## src/rtl/pe_col_ctrl.sv

```systemverilog
// pe_col_ctrl: column sequencer that steps a PE column through 3x3/5x5 kernel passes,
// one accepted activation beat per step, gating each output group on PE FIFO space.

package pe_col_pkg;
    typedef enum logic [2:0] {
        IDLE = 3'd0,
        S1   = 3'd1,
        S2   = 3'd2,
        S3   = 3'd3,
        S4   = 3'd4,
        S5   = 3'd5
    } PE_state_t;

    typedef enum logic [2:0] {
        E_MODE = 3'd0,
        A_MODE = 3'd1,
        B_MODE = 3'd2,
        C_MODE = 3'd3,
        D_MODE = 3'd4
    } PE_weight_mode_t;

    typedef enum logic [1:0] {
        ST_IDLE = 2'd0,
        ST_GATE = 2'd1,
        ST_RUN  = 2'd2,
        ST_DONE = 2'd3
    } fsm_state_t;
endpackage

module pe_col_ctrl
    import pe_col_pkg::*;
#(
    parameter int NUM_PE = 8,
    parameter int GRP_W  = 8,
    parameter int ROW_W  = 8
) (
    input  logic             clk,
    input  logic             rst,
    input  logic             start,
    input  logic             cfg_k5,
    input  logic             cfg_bit_mode,
    input  logic [GRP_W-1:0] cfg_groups,
    input  logic [ROW_W-1:0] cfg_rows,
    input  logic             act_valid_i,
    output logic             act_ready_o,
    input  logic [NUM_PE-1:0] pe_fifo_full_i,
    output PE_state_t        pe_state_o,
    output PE_weight_mode_t  pe_weight_mode_o,
    output logic             pe_finish_o,
    output logic             pe_end_of_row_o,
    output logic             pe_bit_mode_o,
    output logic [2:0]       weight_idx_o,
    output logic             busy_o,
    output logic             done_o,
    output fsm_state_t       fsm_state_o
);

    // Handshake: a beat is consumed in any cycle where act_valid_i && act_ready_o;
    // act_ready_o depends only on the FSM state, never on act_valid_i.

    fsm_state_t       fsm_q, fsm_d;
    logic [2:0]       step_q, step_d;
    logic [GRP_W-1:0] group_q, group_d;
    logic [ROW_W-1:0] row_q, row_d;
    logic [GRP_W-1:0] groups_q;
    logic [ROW_W-1:0] rows_q;
    logic             k5_q;
    logic             bit_mode_q;
    logic [2:0]       idx_q;
    logic             busy_q;
    logic             done_q;
    logic             latch_cfg;
    logic [2:0]       last_step;

    always_comb begin
        fsm_d            = fsm_q;
        step_d           = step_q;
        group_d          = group_q;
        row_d            = row_q;
        latch_cfg        = 1'b0;
        act_ready_o      = 1'b0;
        pe_state_o       = IDLE;
        pe_weight_mode_o = E_MODE;
        pe_finish_o      = 1'b0;
        pe_end_of_row_o  = 1'b0;
        last_step        = k5_q ? 3'd5 : 3'd3;

        case (fsm_q)
            ST_IDLE: begin
                if (start) begin
                    latch_cfg = 1'b1;
                    if (cfg_groups == '0 || cfg_rows == '0) begin
                        fsm_d = ST_DONE;
                    end else begin
                        fsm_d   = ST_GATE;
                        step_d  = 3'd1;
                        group_d = '0;
                        row_d   = '0;
                    end
                end
            end

            ST_GATE: begin
                if (!(|pe_fifo_full_i)) fsm_d = ST_RUN;
            end

            ST_RUN: begin
                act_ready_o = 1'b1;
                if (k5_q) begin
                    case (step_q)
                        3'd1, 3'd2: pe_weight_mode_o = A_MODE;
                        3'd3:       pe_weight_mode_o = B_MODE;
                        3'd4:       pe_weight_mode_o = C_MODE;
                        3'd5:       pe_weight_mode_o = D_MODE;
                        default:    pe_weight_mode_o = E_MODE;
                    endcase
                end
                // Without a beat the PEs see IDLE so their partial sums hold.
                if (act_valid_i) begin
                    pe_state_o = PE_state_t'(step_q);
                    if (step_q == last_step) begin
                        pe_finish_o = 1'b1;
                        step_d      = 3'd1;
                        if (group_q == groups_q - 1'b1) begin
                            pe_end_of_row_o = 1'b1;
                            group_d         = '0;
                            row_d           = row_q + 1'b1;
                            fsm_d = (row_q == rows_q - 1'b1) ? ST_DONE : ST_GATE;
                        end else begin
                            group_d = group_q + 1'b1;
                            fsm_d   = ST_GATE;
                        end
                    end else begin
                        step_d = step_q + 3'd1;
                    end
                end
            end

            ST_DONE: fsm_d = ST_IDLE;

            default: fsm_d = ST_IDLE;
        endcase
    end

    always_ff @(posedge clk) begin
        if (rst) begin
            fsm_q      <= ST_IDLE;
            step_q     <= '0;
            group_q    <= '0;
            row_q      <= '0;
            groups_q   <= '0;
            rows_q     <= '0;
            k5_q       <= 1'b0;
            bit_mode_q <= 1'b0;
            idx_q      <= '0;
            busy_q     <= 1'b0;
            done_q     <= 1'b0;
        end else begin
            fsm_q   <= fsm_d;
            step_q  <= step_d;
            group_q <= group_d;
            row_q   <= row_d;
            if (latch_cfg) begin
                groups_q   <= cfg_groups;
                rows_q     <= cfg_rows;
                k5_q       <= cfg_k5;
                bit_mode_q <= cfg_bit_mode;
            end
            // Weight slice tracks the step that will be presented next cycle.
            idx_q  <= (step_d == 3'd0) ? 3'd0 : step_d - 3'd1;
            busy_q <= (fsm_d != ST_IDLE);
            done_q <= (fsm_d == ST_DONE);
        end
    end

    assign pe_bit_mode_o = bit_mode_q;
    assign weight_idx_o  = idx_q;
    assign busy_o        = busy_q;
    assign done_o        = done_q;
    assign fsm_state_o   = fsm_q;

endmodule

```

## config.mk

```make
export PLATFORM = sky130hd
export DESIGN_NAME = pe_col_ctrl
export DESIGN_NICKNAME = d
export VERILOG_FILES = /design/src/rtl/pe_col_ctrl.sv
export SDC_FILE = /design/constraint.sdc
export NUM_CORES = 1
export LEC_CHECK = 0
export ABC_AREA = 1
export BUFFER_PORTS_ARGS = -buffer_cell sky130_fd_sc_hd__buf_2
export CORE_ASPECT_RATIO = 0.7
export CORE_MARGIN = 2
export CORE_UTILIZATION = 60
export DETAILED_ROUTE_END_ITERATION = 6
export PLACE_DENSITY = 0.83
export SETUP_SLACK_MARGIN = 0.1
export SYNTH_ARGS = -nofsm -noshare
export SYNTH_HDL_FRONTEND = slang
export SYNTH_SLANG_ARGS = --single-unit
```

## constraint.sdc

```tcl
create_clock -name clk -period 4.77 [get_ports clk]
set_clock_uncertainty 0.05 [all_clocks]
set_input_delay 0.2385 -clock clk [delete_from_list [all_inputs] [get_ports clk]]
set_output_delay 0.2385 -clock clk [all_outputs]
set_load 0.005 [all_outputs]
```

After elaboration in Yosys (flattened, before gate mapping)
Cells that the tools add are included.

cells by class
  add/sub/neg operators = 6
  equal/unequal tests = 17
  muxes and demuxes = 39
  reduce and logical (&&, ||, !) cells = 12

operators by type and width
  operator                                                                count
  8-bit 2-to-1 mux                                                        8
  8-bit one-hot mux with 2 select lines                                   2
  3-bit 2-to-1 mux                                                        9
  8-bit by 1-bit adder with 8-bit output (second input constant)          2
  8-bit equality test                                                     2
  8-bit logical NOT                                                       2
  8-bit by 1-bit subtractor with 8-bit output (second input constant)     2
  2-bit 2-to-1 mux                                                        7
  3-bit one-hot mux with 4 select lines                                   1
  1-bit 2-to-1 mux                                                        10
  2-bit != test (second input constant)                                   5
  2-bit one-hot mux with 4 select lines                                   1
  8-bit OR reduction                                                      1
  2-bit equality test (second input constant)                             3
  3-bit by 2-bit equality test with 1-bit output (second input constant)  2
  3-bit equality test (second input constant)                             2
  3-bit one-hot mux with 2 select lines                                   1
  6-bit AND reduction                                                     1
  5-bit AND reduction                                                     1
  2-bit nonzero test                                                      2
  2-bit OR reduction                                                      2
  3-bit by 1-bit adder with 3-bit output (second input constant)          1
  3-bit by 1-bit equality test with 1-bit output (second input constant)  1
  3-bit equality test                                                     1
  5 further kinds                                                         5

storage, ports and cells
  register bits after elaboration = 44
  input bits = 30
  word-level logic and storage cells = 85

Depth between registers and ports, before layout
Gate-level depths: netlist of the first run.

  depth after elaboration = 8
  mapped depth = 16
  depth with buffers taken out = 16

Worst setup path before layout of the first run
No wires, ideal clock.

  path kind = reg-to-reg
  start point = register fsm_q[0] (netlist: fsm_state_o[0])
  end point = register idx_q[0] (netlist: weight_idx_o[0])
  arrival = 1,828 ps
  path slack = 2,828 ps
  cell stages (with the launch flop) = 11
  buffers on the path = 0
  period minus slack after synthesis = 1,942 ps
  cell sequence = dfxtp_1 nor2_1 nand2_1 inv_1 nand2_2 nand2_1 o21ai_1 ha_1 ha_1 or2_2 nor2_1

between the ends
  cells in the longest elaborated chain, start to end = 4
  elaborated cells between the ends (all ways) = 6
  classes of those cells = 1 x add/sub; 1 x eq/ne; 1 x mux; 3 x reduce/logical

RTL lines
  element                                                                              line  RTL
  from (decl)                                                                          61    fsm_state_t fsm_q, fsm_d;
  from (signal assigned)                                                               159   fsm_q <= fsm_d;
  2-bit equality test / 2-bit logical NOT (equally long branches)                      88    case (fsm_q)
  3-bit one-hot mux with 2 select lines *                                              88
  branches (longest 2 deep; another with 3-bit by 1-bit subtractor with 3-bit output)  -
  to (signal assigned)                                                                 170   idx_q <= (step_d == 3'd0) ? 3'd0 : step_d - 3'd1;
  to (decl)                                                                            69    logic [2:0] idx_q;

Every way passes the cells marked *.
A chain may end at the register's enable or synchronous reset.

Final worst setup path of the first run
Ends and elaborated chain as after synthesis.

==> results of run 1 <==
## kinds of logic after synthesis
kind of cell,synth area share [%]
simple gates,34.4
buf+inv,9.05
compound gates,11.6
flops,33.7
xor+xnor,6.03
fa+ha+maj,5.27
## sequential cells by signal, indices dropped and copies added, names as in the netlist
register and cells:
busy_o 1, done_o 1, fsm_state_o 2, group_q 8
groups_q 8, k5_q 1, pe_bit_mode_o 1, row_q 8
rows_q 8, step_q 3, weight_idx_o 3
## per-stage QoR
stage / cell area, um^2 / std cells
floorplan: 2610 / 395
CTS: 2980 / 498
finish: 2980 / 498
detailed placement: 2890 / 490
global route: 2980 / 498
global placement: 2890 / 490
## worst max-delay path: cells and delay by family (launching register included)
family,cells,cell delay [ns]
fa+ha+maj,1,0.19
simple gates,6,1.58
buf+inv,2,0.39
flops,1,0.46
compound gates,1,0.16
## synth_stat cells, drive strengths merged
cell and number:
o21ai 27, nand3 20, a211oi 1, clkbuf 6, nor2 64, a21oi 28, xnor2 5, inv 54
o22a 1, and2 1, ha 11, nor3b 3, nand4 4, clkinv 1, dfxtp 44, xor2 13
nor3 7, nor4 6, or2 1, nand2 96, nand3b 1, o21a 1
## final timing paths
| check | startpoint | endpoint | cells after the start |
|---|---|---|---|
| worst min-delay path | cfg_bit_mode | pe_bit_mode_o | 3 |
| worst max register to register | fsm_state_o[0] | weight_idx_o[0] | 10 |
| worst min register to register | groups_q[1] | groups_q[1] | 2 |
| worst max-delay path | fsm_state_o[0] | weight_idx_o[0] | 10 |
## power groups by stage
stage	Sequential [W]	Clock [W]	Combinational [W]
after floorplan	0.000410	0	0.000122
after global placement	0.000414	0	0.000160
after detailed placement	0.000414	0	0.000165
after CTS	0.000406	0.000251	0.000166
after global routing	0.000408	0.000266	0.000193
final	0.000406	0.000247	0.000168
## metal layers
| metal | up-vias | part of all wire, % | routed length (um) | global-route usage [%] |
|---|---|---|---|---|
| met1 | 1139 | 52 | 3140 | 36.2 |
| met2 | 88 | 40 | 2390 | 39.9 |
| met3 | 12 | 7.3 | 439 | 4.87 |
| met4 | 0 | 1.1 | 68 | 6.09 |
| li1 | 1344 | - | - | - |
| met5 | - | 0 | 0 | 0 |
## layout make-up
| class | count | area (um^2) |
|---|---|---|
| Timing Repair Buffer | 46 | 230 |
| Multi-Input combinational cell | 290 | 1500 |
| Inverter | 55 | 214 |
| Clock inverter | 1 | 7.51 |
| Fill cell | 372 | 1270 |
| Sequential cell | 44 | 881 |
| Clock buffer | 7 | 86.3 |
| Tap cell | 55 | 68.8 |
==> flow_summary.toml, run 1 <==
[synth]
synth_fp_nets = 436
post-synth-top-area-fraction_pct = 33.7
synth-seq-cells = 44
synthDistinctLibCells = 30
synth.avg_cell_area_um2 = 6.62
netlist_instances = 395
seq_area_frac_synth_pct = 33.7
yosysWarningCount = 0
synth_top_area_cell = "dfxtp_1"
syn-cell-area_mm2 = 0.00261
synthTopCellsByArea = "dfxtp_1 34%, nand2_1 13%, nor2_1 8.6%, inv_1 7.2%, ha_1 5.3%"

[worst_hold_path]
hold_class = "in -> reg"

[placement]
portBuffers = 46
post-place-ws_ns = 1.95
place_hpwl_um = 4590
place_congestion = 0.875

[power]
comb_power_share_pct = 20.5
powerDensity_mw_per_mm2 = 275
p_int_w = 0.000569
ir_drop_mv = 0.215
switching_share_pct = 30.7
power.switching_w = 0.000252
clockPowerShare_pct = 30.1
p_leak_nw = 1.38
report.power.total_w = 0.000821
pwr-share-seq_pct = 49.4

[clocking]
root_buffer = "clkbuf_8"
cts_resized = 0
postCtsSetupBuffers = 0
cts_max_path_buffers = 2
numCtsBuffers = 5
h-tree-depth = 2
clk_pin_slew_ns = 0.09
clk_latency_ns = 0.30
cts_hold_buf = 0
tritoncts = "yes"
cts.sinks = 44

[final_layout]
num-nets-final = 483
layout_common_cells = "92 x nand2_1, 60 x nor2_1, 50 x inv_1"
layout-drive-gt1-share_pct = 15.3
diodes = 0
layout.cells.most_common = "nand2_1"
synthToLayoutAreaGrowth_pct = 14.2
utilization_pct = 70.1

[critical_path]
critical_path_class = "reg -> reg"
slowest_stage = "nand2_1"
cpPeakStageDelay_ns = 0.71
crit_path_end_kind = "flop"
critPathRequiredTime_ns = 4.95
rrSetupSlack_ns = 1.88
path_cells = "nor2_1 > nand2_1 > inv_1 > nand2_2 > nand2_1 > o21ai_0 > inv_1 > ha_1 > or2_2 > nor2_1"
crit_path_start_kind = "flop"
path_max_fanout = 34
arrival_ns = 3.07

[timing]
fin_setup_tns_ns = 0
period_needed_ns = 2.89
rsz0062_at_grt = "no"
fmax_mhz = 346
worstMarginPinSlew_ns = 0.953
max_slew_margin_pct = 36.3
slew_violations = 0
hold_ws_ns = 0.158
layout_worst_path_cycle_share_pct = 60.6
setup_viol = 0
hold_viol = 0
layout_setup_ws_ns = 1.88

[routing]
wire_per_inst_um = 12.1
ant_nets = 0
drt_iter0_drc = 173
drt-total-wl_um = 6030
vias = 2583
drc = 0
first_pass_iters = 5
viasPerCell = 5.19

[grt]
grt_overflow_total = 0
track_usage_pct = 25.3
grt_pass1_wl_um = 9960
grt_pass1_vias = 2239
grt_max_degree = 35
antenna_found_initial = 0

[floorplan]
rows = 20
core_area_mm2 = 0.00425
die_x_um = 82.9
dieArea_mm2 = 0.00491
io_pins = 47
die_h_um = 59.2
start_util_pct = 61.4

[run_status]
outcome = "complete, no violations"

[job]
max_cap_violations = 0
Note: power is estimated with default switching activity, not from simulation.
==> run 2: changes to the inputs <==
--- a/config.mk
+++ b/config.mk
@@ -5,13 +5,13 @@
 export SDC_FILE = /design/constraint.sdc
 export NUM_CORES = 1
 export LEC_CHECK = 0
-export ABC_AREA = 1
+export ABC_AREA = 0
 export BUFFER_PORTS_ARGS = -buffer_cell sky130_fd_sc_hd__buf_2
 export CORE_ASPECT_RATIO = 0.7
 export CORE_MARGIN = 2
-export CORE_UTILIZATION = 60
+export CORE_UTILIZATION = 55
 export DETAILED_ROUTE_END_ITERATION = 6
-export PLACE_DENSITY = 0.83
+export PLACE_DENSITY = 0.77
 export SETUP_SLACK_MARGIN = 0.1
 export SYNTH_ARGS = -nofsm -noshare
 export SYNTH_HDL_FRONTEND = slang
==> constraint.sdc (replaced) <==
create_clock -name clk -period 2.8 [get_ports clk]
set_clock_uncertainty 0.05 [all_clocks]
set_input_delay 0.14 -clock clk [delete_from_list [all_inputs] [get_ports clk]]
set_output_delay 0.14 -clock clk [all_outputs]
set_load 0.005 [all_outputs]
==> flow_summary.toml, run 2 <==
[timing]
worstMarginPinSlew_ns = 0.760
hold_viol = 0
period_needed_ns = 2.56
layout_setup_ws_ns = 0.243
setup_viol = 0
max_slew_margin_pct = 49.1
rsz0062_at_grt = "no"
fmax_mhz = 391
slew_violations = 0
layout_worst_path_cycle_share_pct = 91.3
fin_setup_tns_ns = 0

[synth]
netlist_instances = 310
synth_commonest_cells = "57 x nand2_1, 44 x dfxtp_1, 29 x nor2_1"
synthTopCellsByArea = "dfxtp_1 36%, nand2_1 8.7%, xnor2_1 7.1%, ha_1 5.6%, a21oi_1 5.5%"
synth_top_area_cell = "dfxtp_1"
synth_top_flop_cell = "dfxtp_1"
synth.avg_cell_area_um2 = 7.92
post-synth-top-area-fraction_pct = 35.9
yosysWarningCount = 0
synth.most_common_cell = "nand2_1"
syn-cell-area_mm2 = 0.00246
async_flop_share_pct = 0
seq_area_frac_synth_pct = 35.9
synth-seq-cells = 44
synthDistinctLibCells = 45
synth_edf_count = 0
synth_fp_nets = 351

[critical_path]
crit_path_start_kind = "flop"
crit_path_end_kind = "flop"
arrival_ns = 2.74
path_max_fanout = 7
critPathRequiredTime_ns = 2.99
critical_path_class = "reg -> reg"
reg2reg_depth = 7

[clocking]
clk_pin_slew_ns = 0.08
numCtsBuffers = 5
tritoncts = "yes"
cts.sinks = 44
h-tree-depth = 2
clk_latency_ns = 0.30
cts_max_path_buffers = 2
root_buffer = "clkbuf_8"

[placement]
place_area_mm2 = 0.00274
place_congestion = 0.826
portBuffers = 46
post-place-ws_ns = 0.0523
place_hpwl_um = 4060

[power]
p_int_w = 0.000925
p_leak_nw = 1.17
ir_drop_mv = 0.358
powerDensity_mw_per_mm2 = 449
switching_share_pct = 28.0
clockPowerShare_pct = 30.7
power.switching_w = 0.000359
pwr-share-seq_pct = 52.6
comb_power_share_pct = 16.7

[grt]
track_usage_pct = 22.8
grt_overflow_total = 0
antenna_found_initial = 0
grt_max_degree = 31
grt_pass1_vias = 1985
grt_pass1_wl_um = 9110

[floorplan]
die_h_um = 59.9
dieArea_mm2 = 0.00502
io_pins = 47
rows = 20
start_util_pct = 57.1
core_area_mm2 = 0.00430
die_x_um = 83.9

[final_layout]
area.sequential_um2 = 885
synthToLayoutAreaGrowth_pct = 16.4
layout-drive-gt1-share_pct = 18.5
multiInputGateArea_mm2 = 0.00150
fillers = 392
fin_area_mm2 = 0.00286
utilization_pct = 66.4
layout.cells.most_common = "nand2_1"
layout_common_cells = "57 x nand2_1, 46 x buf_2, 43 x dfxtp_1"
diodes = 0
num-nets-final = 397

[routing]
first_pass_iters = 4
viasPerCell = 5.42
ant_nets = 0
drt_iter0_drc = 161
drc = 0
wire_per_inst_um = 13.1
drt-total-wl_um = 5380
vias = 2233

[worst_hold_path]
hold_depth = 3
hold_class = "in -> reg"

[job]
max_cap_violations = 0

[run_status]
outcome = "complete, no violations"
## run 2: cell types whose count changed in the layout (fill, tap and decap cells not counted), moves of 6 or more
cell      previous run  this run
xnor2_1              5        20
nand3_1             20         8
nand2_1             92        57
nor2_1              60        29
nand2b_1             0         6
o21ai_0             26         2
inv_1               50        11
nor3_1               7        13
buf_4                0         6
## run 2: cell type report
class	instances	area share (%)
multi-input combinational	242	52.5
clock buffer	5	2.41
tap	55	2.41
clock inverter	3	0.656
timing repair buffer	52	9.63
sequential	44	30.9
inverter	11	1.44
## run 2: power by group through the flow
| stage | clock network [W] | logic (W) | registers (W) |
|---|---|---|---|
| global placement | 0 | 0.000203 | 0.000690 |
| detailed placement | 0 | 0.000208 | 0.000690 |
| global route | 0.000431 | 0.000242 | 0.000680 |
| floorplan | 0 | 0.000147 | 0.000686 |
| finish | 0.000394 | 0.000215 | 0.000675 |
| CTS | 0.000408 | 0.000210 | 0.000676 |
## run 2: critical path, cell delays in order, from the launching register on
cell     delay [ns]
dfxtp_1        0.40
nor4_4         0.38
nand2_1        0.10
o31a_1         0.30
a211o_1        0.32
or4_1          0.53
a311o_1        0.31
nor2_1         0.10
## run 2: repair_timing
action / in CTS / in global routing
hold buffers: 0 / 0
pin swaps: 0 / 3
setup buffers: 0 / 1
gates resized for setup: 2 / 3
endpoints found under the setup margin: 3 / 3
gates cloned: 0 / 0
## run 2: metrics by stage
| stage | hold slack, ns | total power (W) | std cells |
|---|---|---|---|
| finish | 0.0246 | 0.00128 | 412 |
| global route | 0.0369 | 0.00135 | 412 |
| CTS | 0.0255 | 0.00129 | 411 |
| detailed placement | 0.338 | 0.000898 | 403 |
| global placement | 0.333 | 0.000893 | 403 |
| floorplan | 0.226 | 0.000833 | 310 |
## run 2: metal layers
layer	vias up	GRT usage (%)	wire length, um
met2	31	36.5	2410
met5	-	0	0
met4	0	7.14	54
met3	6	5.25	188
met1	1037	31.1	2730
li1	1159	-	-
## run 2: final timing paths
kind | start | endpoint | slack (ns)
min reg2reg | pe_bit_mode_o | pe_bit_mode_o | 0.40
max | groups_q[2] | done_o | 0.24
max reg2reg | groups_q[2] | done_o | 0.24
min | cfg_bit_mode | pe_bit_mode_o | 0.02
## run 2: cells by family (layout without fill, tap and decap cells)
family          count (synthesis)  count (layout)  share of synthesized area [%]
fa+ha+maj                      11              11                           5.60
xor+xnor                       29              29                           10.3
flops                          44              44                           35.9
mux                             6               6                           2.50
simple gates                  143             143                           28.2
compound gates                 53              53                           13.7
buf+inv                        24              71                           3.77
==> run 3: changes to the inputs <==
--- a/config.mk
+++ b/config.mk
@@ -9,9 +9,10 @@
 export BUFFER_PORTS_ARGS = -buffer_cell sky130_fd_sc_hd__buf_2
 export CORE_ASPECT_RATIO = 0.7
 export CORE_MARGIN = 2
-export CORE_UTILIZATION = 55
+export CORE_UTILIZATION = 50
 export DETAILED_ROUTE_END_ITERATION = 6
-export PLACE_DENSITY = 0.77
+export PLACE_DENSITY = 0.71
+export RECOVER_POWER = 100
 export SETUP_SLACK_MARGIN = 0.1
 export SYNTH_ARGS = -nofsm -noshare
 export SYNTH_HDL_FRONTEND = slang
==> flow_summary.toml, run 3 (same netlist as run 2, synthesis figures left out) <==
[final_layout]
layout.cells.most_common = "nand2_1"
diodes = 0
layout_common_cells = "57 x nand2_1, 42 x dfxtp_1, 36 x buf_2"
layout-drive-gt1-share_pct = 15.2
synthToLayoutAreaGrowth_pct = 16.1
num-nets-final = 396

[job]
max_cap_violations = 0

[routing]
wire_per_inst_um = 12.9
viasPerCell = 5.26
vias = 2237
first_pass_iters = 4
drc = 0
drt_iter0_drc = 71
drt-total-wl_um = 5480
ant_nets = 0

[critical_path]
crit_path_start_kind = "flop"
crit_path_end_kind = "flop"
arrival_ns = 2.73
critical_path_class = "reg -> reg"
startpoint = "groups_q[1]"
path_max_fanout = 8
r2r_start = "groups_q[1]"
critPathRequiredTime_ns = 2.97

[floorplan]
core_area_mm2 = 0.00476
dieArea_mm2 = 0.00550
io_pins = 47
die_h_um = 62.6
rows = 21
start_util_pct = 51.6
die_x_um = 87.8

[worst_hold_path]
min_from = "cfg_bit_mode"
hold_class = "in -> reg"

[grt]
grt_overflow_total = 0
grt_max_degree = 31
grt_pass1_vias = 2134
grt_pass1_wl_um = 9330
track_usage_pct = 21.0
antenna_found_initial = 0

[timing]
fmax_mhz = 390
rsz0062_at_grt = "no"
layout_worst_path_cycle_share_pct = 91.6
fin_setup_tns_ns = 0
slew_violations = 0
period_needed_ns = 2.56
max_slew_margin_pct = 40.2
hold_viol = 0
worstMarginPinSlew_ns = 0.897
hold_ws_ns = 0.0233
setup_viol = 0

[power]
clockPowerShare_pct = 31.5
power.switching_w = 0.000345
powerDensity_mw_per_mm2 = 454
p_leak_nw = 1.12
ir_drop_mv = 0.276
switching_share_pct = 26.7
p_int_w = 0.000950
pwr-share-seq_pct = 52.2
comb_power_share_pct = 16.3

[clocking]
cts.sinks = 44
root_buffer = "clkbuf_8"
numCtsBuffers = 5
clk_pin_slew_ns = 0.08
postCtsSetupBuffers = 0
tritoncts = "yes"
clk_latency_ns = 0.30
cts_max_path_buffers = 2
h-tree-depth = 2

[placement]
portBuffers = 46
place_hpwl_um = 4170
place_congestion = 0.821

[run_status]
outcome = "complete, no violations"
run 3: timing repair:
action                     CTS  global route
hold buffers                 0             0
resized for setup            2             3
pin swaps                    0             3
setup endpoints to repair    3             3
run 3: path summary, 6_finish.rpt:
check | endpoint | slack (ns) | cells past startpoint
min | pe_bit_mode_o | 0.02 | 3
min reg2reg | pe_bit_mode_o | 0.41 | 2
max | busy_o | 0.24 | 9
max reg2reg | busy_o | 0.24 | 9
run 3: metal layers:
layer  wire length, um  part of all wire (%)  vias to the layer above  GRT usage (%)
met5                 0                     0                        -              0
met4                53                  0.97                        0           5.19
met3               162                   3.0                        7           3.96
met2              2440                    44                       32           33.0
met1              2830                    52                     1044           29.5
li1                  -                     -                     1154              -
run 3: area by class of cell:
cell class / instances / area [um^2]
Tap cell: 69 / 86.3
Multi-Input combinational cell: 242 / 1500
Sequential cell: 44 / 886
Timing Repair Buffer: 51 / 254
Inverter: 11 / 41.3
Clock buffer: 8 / 90.1
Fill cell: 456 / 1900
run 3: power by group through the flow:
stage | registers [W] | logic [W] | clock network [W]
4_1_cts | 0.000677 | 0.000211 | 0.000421
6_report | 0.000677 | 0.000211 | 0.000408
2_1_floorplan | 0.000686 | 0.000147 | 0
3_3_place_gp | 0.000690 | 0.000204 | 0
5_1_grt | 0.000681 | 0.000240 | 0.000445
3_5_place_dp | 0.000691 | 0.000208 | 0
run 3: through the flow:
| stage | std cells | total power (W) | cell area, um^2 | util, % | setup slack, ns |
|---|---|---|---|---|---|
| after floorplan | 310 | 0.000833 | 2460 | - | 0.150 |
| after global placement | 417 | 0.000894 | 2760 | 58.0 | 0.128 |
| after detailed placement | 417 | 0.000900 | 2760 | 58.0 | 0.0279 |
| after CTS | 425 | 0.00131 | 2850 | 60.0 | 0.140 |
| after global routing | 425 | 0.00137 | 2850 | 60.0 | 0.114 |
| final | 425 | 0.00130 | 2850 | 60.0 | 0.235 |
run 3: critical path, cell delays in order (launching register included):
cell	delay, ns
dfxtp_4	0.38
inv_1	0.06
ha_4	0.19
o21ba_1	0.17
a221oi_1	0.28
a41oi_1	0.07
a211o_1	0.34
or4_1	0.54
a311o_1	0.31
o21ai_0	0.08
